==> src/rtl/bus_src_mux_reg_pkg.sv <==
// Processor-wide bus-source constants: opcode values, select encoding, default width.
package bus_src_mux_reg_pkg;

  localparam int DATA_W = 16;
  localparam int OP_W   = 3;

  localparam logic [2:0] OP_MV  = 3'b000;  // sign-extended immediate
  localparam logic [2:0] OP_MVT = 3'b001;  // move-to-top immediate

  // Select encoding: registers occupy REG0..REG0+NUM_REGS-1, then immediate, then din.
  localparam int SEL_REG0 = 0;

  function automatic int sel_imm(input int num_regs);
    return SEL_REG0 + num_regs;
  endfunction

  function automatic int sel_din(input int num_regs);
    return SEL_REG0 + num_regs + 1;
  endfunction

endpackage

==> src/rtl/bus_src_mux_reg_imm_format.sv <==
// Combinational immediate formatter: turns the instruction register into a bus-width immediate.
module bus_src_mux_reg_imm_format #(
  parameter int                DATA_W = 16,
  parameter int                IMM_SW = 9,
  parameter int                OP_W   = 3,
  parameter logic [OP_W-1:0]   OP_MV  = 3'b000,
  parameter logic [OP_W-1:0]   OP_MVT = 3'b001
) (
  input  logic [DATA_W-1:0] ir_in,
  output logic [DATA_W-1:0] imm_out
);

  localparam int H = DATA_W / 2;

  logic [OP_W-1:0] op;
  // Middle instruction bits are not part of any immediate form.
  logic            unused_ir;

  assign op        = ir_in[DATA_W-1 -: OP_W];
  assign unused_ir = ^ir_in;

  // Opcode picks sign-extend, move-to-top, or plain zero-extend of the low half.
  always_comb begin
    imm_out = {{(DATA_W-H){1'b0}}, ir_in[H-1:0]};
    if (op == OP_MV) begin
      imm_out = {{(DATA_W-IMM_SW){ir_in[IMM_SW-1]}}, ir_in[IMM_SW-1:0]};
    end else if (op == OP_MVT) begin
      imm_out = {ir_in[H-1:0], {H{1'b0}}};
    end
  end

endmodule

==> src/rtl/bus_src_mux_reg.sv <==
// Registered bus-source multiplexer with a one-deep valid/ready output stage
// and a sticky flag for out-of-range selects.
module bus_src_mux_reg #(
  parameter int              DATA_W   = bus_src_mux_reg_pkg::DATA_W,
  parameter int              NUM_REGS = 8,
  parameter int              SEL_W    = 4,
  parameter int              IMM_SW   = 9,
  parameter int              OP_W     = bus_src_mux_reg_pkg::OP_W,
  parameter logic [OP_W-1:0] OP_MV    = bus_src_mux_reg_pkg::OP_MV,
  parameter logic [OP_W-1:0] OP_MVT   = bus_src_mux_reg_pkg::OP_MVT
) (
  input  logic                       clk,
  input  logic                       resetn,
  input  logic [NUM_REGS*DATA_W-1:0] reg_in,
  input  logic [DATA_W-1:0]          ir_in,
  input  logic [DATA_W-1:0]          din,
  input  logic [SEL_W-1:0]           sel,
  input  logic                       sel_valid,
  output logic                       sel_ready,
  output logic [DATA_W-1:0]          bus_out,
  output logic                       bus_valid,
  input  logic                       bus_ready,
  output logic                       illegal_sel,
  input  logic                       illegal_clr
);

  import bus_src_mux_reg_pkg::*;

  localparam logic [SEL_W-1:0] SEL_IMM = SEL_W'(sel_imm(NUM_REGS));
  localparam logic [SEL_W-1:0] SEL_DIN = SEL_W'(sel_din(NUM_REGS));

  // Handshake: a select is accepted on a rising edge where sel_valid && sel_ready;
  // the consumer takes bus_out on a rising edge where bus_valid && bus_ready.
  // sel_ready = !bus_valid || bus_ready, so the stage refills in the same cycle it
  // is drained, and while stalled the select and sources are simply not sampled.
  logic              accept;
  logic              take;
  logic [DATA_W-1:0] imm_val;
  logic [DATA_W-1:0] dec_val;
  logic              dec_illegal;

  assign sel_ready = !bus_valid || bus_ready;
  assign accept    = sel_valid && sel_ready;
  assign take      = bus_valid && bus_ready;

  bus_src_mux_reg_imm_format #(
    .DATA_W (DATA_W),
    .IMM_SW (IMM_SW),
    .OP_W   (OP_W),
    .OP_MV  (OP_MV),
    .OP_MVT (OP_MVT)
  ) u_imm_format (
    .ir_in   (ir_in),
    .imm_out (imm_val)
  );

  // Decode the select into a source value; anything unmapped is illegal and yields zero.
  always_comb begin
    dec_val     = '0;
    dec_illegal = 1'b1;
    for (int k = 0; k < NUM_REGS; k++) begin
      if (sel == SEL_W'(SEL_REG0 + k)) begin
        dec_val     = reg_in[k*DATA_W +: DATA_W];
        dec_illegal = 1'b0;
      end
    end
    if (sel == SEL_IMM) begin
      dec_val     = imm_val;
      dec_illegal = 1'b0;
    end
    if (sel == SEL_DIN) begin
      dec_val     = din;
      dec_illegal = 1'b0;
    end
  end

  // Output register: load on accept, empty on a take with no refill, otherwise hold.
  always_ff @(posedge clk or negedge resetn) begin
    if (!resetn) begin
      bus_out   <= '0;
      bus_valid <= 1'b0;
    end else if (accept) begin
      bus_out   <= dec_val;
      bus_valid <= 1'b1;
    end else if (take) begin
      bus_valid <= 1'b0;
    end
  end

  // Sticky illegal flag; a new illegal accept wins over a clear in the same cycle.
  always_ff @(posedge clk or negedge resetn) begin
    if (!resetn) begin
      illegal_sel <= 1'b0;
    end else if (accept && dec_illegal) begin
      illegal_sel <= 1'b1;
    end else if (illegal_clr) begin
      illegal_sel <= 1'b0;
    end
  end

endmodule
==> config.mk <==
export PLATFORM = sky130hd
export DESIGN_NAME = bus_src_mux_reg
export DESIGN_NICKNAME = d
export VERILOG_FILES = /design/src/rtl/bus_src_mux_reg_pkg.sv /design/src/rtl/bus_src_mux_reg_imm_format.sv /design/src/rtl/bus_src_mux_reg.sv
export SDC_FILE = /design/constraint.sdc
export NUM_CORES = 1
export LEC_CHECK = 0
export ABC_CLOCK_PERIOD_IN_PS = 2300
export CORE_MARGIN = 2
export CORE_UTILIZATION = 36
export CTS_BUF_LIST = sky130_fd_sc_hd__clkbuf_8
export DETAILED_ROUTE_END_ITERATION = 8
export PLACE_DENSITY = 0.88
export SKIP_CTS_REPAIR_TIMING = 1
export SLEW_MARGIN = 20
export SYNTH_ARGS = -nofsm -noshare
export SYNTH_HDL_FRONTEND = slang
export SYNTH_SLANG_ARGS = --single-unit
==> constraint.sdc <==
create_clock -name clk -period 2.3 [get_ports clk]
set_input_delay 0.23 -clock clk [delete_from_list [all_inputs] [get_ports clk]]
set_output_delay 0.23 -clock clk [all_outputs]
set_load 0.005 [all_outputs]
# After elaboration in Yosys (flattened, before gate mapping)
# Index checks and enable logic that the tools add are counted.
# totals
ramBits	0
register_bits	18
latch_bits	0
mem_bits_ro	0
input_bits	169
output_inout_bits	19
n_memories	0
# op_classes
n_bitwise	0
n_mux	26
div_mod_pow	0
add_sub_neg	0
n_eq_ne	10
shift	0
mul	0
reduce_logical	9
n_lt_le_gt_ge	0
# op_table
op	n
two-way mux 16 bit	12
equality test 4 x 3 -> 1 bit, second input constant	4
two-way mux 1 bit	14
equality test 4 x 2 -> 1 bit, second input constant	2
equality test 4 bit, second input constant	2
equality test 4 x 1 -> 1 bit, second input constant	1
zero test 4 bit	1
nonzero test 2 bit	2
equality test 3 x 1 -> 1 bit, second input constant	1
logical AND 1 bit	3
zero test 3 bit	1
zero test 1 bit	1
logical OR 1 bit	1

# Logic depth before layout (Yosys ltp)
# Gate-level depths: netlist of the first run.
# depth
depth_word	13
mapped_depth	8
ltp_nobuf	5

# Cells and area by module
# Synthesis of the first run repeated with hierarchy kept, for this count alone.
# unflattened
hier_cells	309
area_unflattened_um2	2454.9
# modules_own_cells
mod	instances	cells_per_inst	area_per_inst_um2	seq_area_each_um2
bus_src_mux_reg	1	279	2275.9	450.4
bus_src_mux_reg_imm_format	1	30	178.9	0.0

# Least setup slack after synthesis of the first run
# OpenSTA, ideal clock, no wires.
# synth_path
kind	reg-to-reg
start	reg bus_valid
end	reg bus_out[3]
setup_ns	0.082
stages_incl_launch_ff	8
t_required_ns	2.218
t_arrival_ns	1.590
setup_slack_ns	0.628
cell_sequence	dfrtp_1 nand2b_1 and2_1 clkbuf_1 o21ai_0 buf_2 a211o_1 o22ai_1
# synth_via
elab_chain_cells	3
# synth_lines
item	line	rtl
start: declaration	bus_src_mux_reg.sv:21	output logic bus_valid,
start signal: assignment	bus_src_mux_reg.sv:81	bus_valid <= 1'b0;
start signal: assignment	bus_src_mux_reg.sv:84	bus_valid <= 1'b1;
start signal: assignment	bus_src_mux_reg.sv:86	bus_valid <= 1'b0;
zero test 1 bit	bus_src_mux_reg.sv:42	assign sel_ready = !bus_valid || bus_ready;
logical OR 1 bit	bus_src_mux_reg.sv:42	
named net sel_ready	bus_src_mux_reg.sv:19	output logic sel_ready,
logical AND 1 bit	bus_src_mux_reg.sv:43	assign accept = sel_valid && sel_ready;
end signal: assignment	bus_src_mux_reg.sv:83	bus_out <= dec_val;
end: declaration	bus_src_mux_reg.sv:20	output logic [DATA_W-1:0] bus_out,
# The timed path passes the listed nets, and every way through them passes these cells.
# A chain may end at the register's enable or synchronous reset.

# Final worst setup path of the first run
# layout_path
start	in sel[2]
end	reg bus_out[11]
# layout_via
elab_chain_cells	11
# layout_lines
item	line	rtl
start: declaration	bus_src_mux_reg.sv:17	input logic [SEL_W-1:0] sel,
zero test 4 bit	bus_src_mux_reg.sv:62	if (sel == SEL_W'(SEL_REG0 + k)) begin
two-way mux 16 bit (8 in a row)	bus_src_mux_reg.sv:62	
two-way mux 16 bit	bus_src_mux_reg.sv:67	if (sel == SEL_IMM) begin
two-way mux 16 bit *	bus_src_mux_reg.sv:71	if (sel == SEL_DIN) begin
# Every way passes the cells marked *; elsewhere a longest branch is shown, timed or not.

==> impl_metrics.toml, run 1 <==
[yosys]
synth_edf_count = 0
ys.flop_type = "dfrtp_1"
yosys.area.top_type = "dfrtp_1"
yosys-top-cells-area = "dfrtp_1 20%, o22ai_1 11%, a21oi_1 8.6%"
ys_warn_count = 0
netlist.area_leader.share = 0.199
ys_async_sr_fraction = 1.00
synth_area_mm2 = 0.00226
ys_ff_latch = 18
syn_inst = 298
synthesis.nets = 467
ys_seq_area_frac = 0.199
syn_avg_cell_area_um2 = 7.59
synth_cell_types = 36

[cts]
clkTransAtPathRegs_ps = 80
htree_levels = 1
root_buffer = "clkbuf_8"
cts_sinks = 18
cts_tree = "built"
clk_path_buf_depth = 2
clock_latency_ps = 260
cts_buffers = 3

[power_and_ir_drop]
irDropWorstVdd_mv = 0.255
p_leak_nw = 1.58
p_per_area_mw_per_mm2 = 337

[grt]
grt_pass1_vias = 3240
grt-ovfl-total = 0
grt_use_total = 0.282
antenna_found_initial = 0
grt_max_degree = 25
grt_pass1_wl_mm = 16.0

[final_layout]
layout-drive-gt1-share = 0.0989
syn2layout_area_growth_pct = 88.6
n_fill_cell = 468
final_nets = 645
layout_commonest_cell = "clkdlybuf4s50_1"
multi_input_area_mm2 = 0.00167
ff_latch_area_um2 = 450
stdcell_count = 550
antennaDiodeCount = 0
mostFrequentLayoutCells = "181 x clkdlybuf4s50_1, 40 x o22ai_1, 39 x a21oi_1, 33 x nor2_1"

[hold_path]
min-delay-path-class = "in2async"

[timing]
rsz0062_at_grt = "no"
setup_viol = 0
finalCritPeriodShare = 0.851
max_freq_mhz = 511
worst_slew_pin_slew_ps = 626
hold_viol = 0
maxSlewHeadroom = 0.582
slew_viol_final = 0
period_needed_ps = 1960
clock_skew_ps = 2.36
whs_ps = 296
final.setup.tns_ps = 0

[die]
ioPinCount = 188
die_x_um = 83.3
die_h_um = 83.3
initial_utilization = 0.378
rows = 28
coreArea_mm2 = 0.00599
die_area_mm2 = 0.00693

[flow_run]
drv_cap = 0

[placed_design]
numPortBuffers = 183
place.gp.congestion = 0.970
numPlacedInstances = 546
hpwl_mm = 8.43

[critical_path]
crit_required_ps = 2490
path_cells = "clkdlybuf4s50_1, buf_4, and3b_1, a21oi_1, a311o_1, a211o_1, o21ai_1"
critPathMaxFanout = 10
max_stage_delay_ps = 490
path_buf_inv = 2
worstSetupPathType = "in2reg"
worst_path_max_delay_cell = "clkdlybuf4s50_1"
end_kind = "register"
crit_arrival_ps = 2150
path_delay_family = "compound AO/OA/AOI/OAI gates"
critPathLaunchType = "primary input"

[drt]
vias = 3274
drc = 0
totalWireLength_mm = 10.2
drt_iter0_drc = 188
wl_per_cell_um = 18.6
drt.antenna.violating_nets = 0
drt-pass1-iter-count = 5
via_per_inst = 5.95

[status]
outcome = "complete, no violations"
[state kept, by name, indices dropped and copies added (netlist names)]
register / flops
illegal_sel: 1
bus_valid: 1
bus_out: 16
[through the flow]
stage                     setup WS, ps  power [mW]  utilization  cell area, um2
final                              343        1.44        0.712            4270
after floorplan                    628       0.674            -            2260
after global placement            95.6        1.15        0.703            4210
after global routing               268        1.51        0.712            4270
after detailed placement           105        1.16        0.703            4210
after CTS                          368        1.43        0.712            4270
[power breakdown]
| group | leakage, nW | internal [mW] | switching [mW] | total (mW) |
|---|---|---|---|---|
| Combinational | 1.34 | 0.485 | 0.288 | 0.773 |
| Sequential | 0.211 | 0.364 | 0.0268 | 0.390 |
| Clock | 0.0288 | 0.153 | 0.120 | 0.272 |
| Total | 1.58 | 1.00 | 0.435 | 1.44 |
[routing by layer]
metal	track usage	part of all wire	vias up
li1	-	-	1531
met1	0.353	0.40	1495
met2	0.483	0.48	219
met3	0.0417	0.088	29
met4	0.115	0.032	0
met5	0	0	-
[cell type report]
class                      instances  share of cell area
clock buffer                       4              0.0129
inverter                           2             0.00176
sequential                        18               0.106
tap                               75              0.0220
multi-input combinational        248               0.392
timing repair buffer             203               0.465
[synth_stat cells, drive strengths merged, types with 8 or more instances]
| cell | instances |
|---|---|
| a211o | 13 |
| a211oi | 8 |
| a21oi | 39 |
| buf | 15 |
| clkbuf | 15 |
| dfrtp | 18 |
| mux2 | 8 |
| mux2i | 10 |
| mux4 | 8 |
| nand2 | 19 |
| nor2 | 33 |
| o21ai | 26 |
| o22ai | 40 |
[worst paths after layout]
| check | startpoint | endpoint | slack [ps] | cells past startpoint |
|---|---|---|---|---|
| worst min register to register | bus_out[11] | bus_out[11] | 540 | 2 |
| worst max register to register | bus_valid | bus_out[1] | 680 | 4 |
| worst max-delay path | sel[2] | bus_out[11] | 340 | 7 |
| min in group clk | bus_out[11] | bus_out[11] | 540 | 2 |
| max in group asynchronous | resetn | bus_out[0] | 1810 | 2 |
| worst min-delay path | resetn | bus_out[3] | 300 | 2 |
[cell families (layout without fill, tap and decap cells)]
kind of cell / count (synthesis) / in the layout / synth area share
compound gates: 145 / 145 / 0.410
buf+inv: 32 / 209 / 0.0608
flops: 18 / 18 / 0.199
mux: 26 / 26 / 0.164
simple gates: 77 / 77 / 0.166
No activity file was read; power rests on OpenSTA's default activity.
==> run 2: changes to the inputs <==
SKIP_CTS_REPAIR_TIMING = not set   (was 1)
SLEW_MARGIN = not set   (was 20)
==> results of run 2 <==
Final layout, timing and power as in run 1 (identical DEF).
==> run 3: changes to the inputs <==
ABC_CLOCK_PERIOD_IN_PS = 2400   (was 2300)
SKIP_CTS_REPAIR_TIMING = 1   (was not set)
clock period = 2.4 ns   (was 2.3 ns; I/O delays follow)
==> run 3 against run 2 <==
Non-clock buffer count stayed put. Sequential power decreased by 4%. Hold slack better by 180 ps. Combinational power is 4.9% lower. Die area unchanged. Sequential share of layout area is 0.065 points higher. Highest routed layer unchanged.
==> impl_metrics.toml, run 3 (same netlist as run 1, synthesis figures left out) <==
[status]
outcome = "complete, no violations"

[grt]
grt_pass1_vias = 3142
gr-usage-met2 = 0.487
antenna_found_initial = 0
grt_use_total = 0.277
grt-ovfl-total = 0
grt_pass1_wl_mm = 15.6
busiest_layer = "met2"
grt_util_met1 = 0.357
use_met3 = 0.0348
grt_max_degree = 25

[hold_path]
min-delay-path-class = "in2async"

[timing]
rsz0062_at_grt = "no"
setup_viol = 0
fin_ws_ps = 376
finalCritPeriodShare = 0.843
whs_ps = 475
maxSlewHeadroom = 0.422
hold_viol = 0
slew_viol_final = 0
final.setup.tns_ps = 0
worst_slew_pin_slew_ps = 865
clock_skew_ps = 10.3
max_freq_mhz = 494
period_needed_ps = 2020

[final_layout]
layout_commonest_cell = "clkdlybuf4s50_1"
antennaDiodeCount = 0
mostFrequentLayoutCells = "181 x clkdlybuf4s50_1, 40 x o22ai_1, 39 x a21oi_1, 33 x nor2_1, 20 x buf_4"
top_regs = "bus_out (16), bus_valid (1), illegal_sel (1)"
largest_register_ffs = 16
postLayoutCoreUtil = 0.708
layout-drive-gt1-share = 0.0970
final_area_mm2 = 0.00424
stdcell_count = 549
regMostFlops = "bus_out"
syn2layout_area_growth_pct = 87.4
final_nets = 645

[critical_path]
crit_arrival_ps = 2150
end_kind = "register"
max_stage_delay_ps = 560
path_delay_family = "buffers and inverters"
path_buf_inv = 4
critPathMaxFanout = 9
worstSetupPathType = "in2reg"
worst_path_max_delay_cell = "clkdlybuf4s50_1"
crit_required_ps = 2530
crit_top_cell = "buf_4"
critPathLaunchType = "primary input"
path_cells = "clkdlybuf4s50_1, buf_4, buf_4, nor2b_1, buf_4, nand3_1, o22ai_1, a211o_1, o21ai_1"

[drt]
drc = 0
drt.antenna.violating_nets = 0
via_per_inst = 5.94
drt-pass1-iter-count = 5
wl_per_cell_um = 18.5
drt_iter0_drc = 206
vias = 3262
totalWireLength_mm = 10.1

[power_and_ir_drop]
irDropWorstVdd_mv = 0.272
p_leak_nw = 1.57
power_mw = 1.32
p_per_area_mw_per_mm2 = 311

[placed_design]
place.gp.congestion = 1.00
pre_cts_slack_ps = 162
numPlacedInstances = 546
postPlaceCellArea_mm2 = 0.00420
hpwl_mm = 8.39
numPortBuffers = 183

[cts]
htree_levels = 1
clock_latency_ps = 250
cts_buffers = 3
cts_tree = "built"
clk_path_buf_depth = 2
cts_sinks = 18
clkTransAtPathRegs_ps = 80
root_buffer = "clkbuf_8"

[die]
initial_utilization = 0.378
die_area_mm2 = 0.00693
coreArea_mm2 = 0.00599
die_x_um = 83.3
ioPinCount = 188
die_h_um = 83.3
rows = 28

[flow_run]
drv_cap = 0
run 3: metal layers:
metal	wire length, um	up-vias
li1	-	1520
met2	5040	218
met1	4010	1501
met3	845	23
met5	0	-
met4	241	0
run 3: path summary, 6_finish.rpt:
check | start | slack [ps] | depth (start not counted) | to
min in group clk | bus_out[6] | 510 | 2 | bus_out[6]
hold reg to reg | bus_out[6] | 510 | 2 | bus_out[6]
hold / removal | resetn | 480 | 1 | bus_out[3]
setup reg to reg | bus_valid | 790 | 4 | bus_out[1]
max in group asynchronous | resetn | 1380 | 1 | bus_out[6]
setup / recovery | sel[2] | 380 | 9 | bus_out[8]
run 3: power by group:
part	internal [mW]	switching (mW)
Combinational	0.463	0.273
Clock	0.111	0.101
Sequential	0.349	0.0241
Total	0.922	0.397
run 3: layout make-up:
cell class	instances	area, um2
inverter	2	7.51
multi-input combinational	248	1670
timing repair buffer	203	1970
sequential	18	450
fill	494	1750
tap	75	93.8
clock buffer	3	41.3
run 3: worst reg2reg max path, delay by kind of cell (launching register included):
| kind | cells | cell delay (ps) |
|---|---|---|
| AOI/OAI and AO/OA | 2 | 610 |
| and+or+nand+nor | 2 | 500 |
| DFF | 1 | 380 |
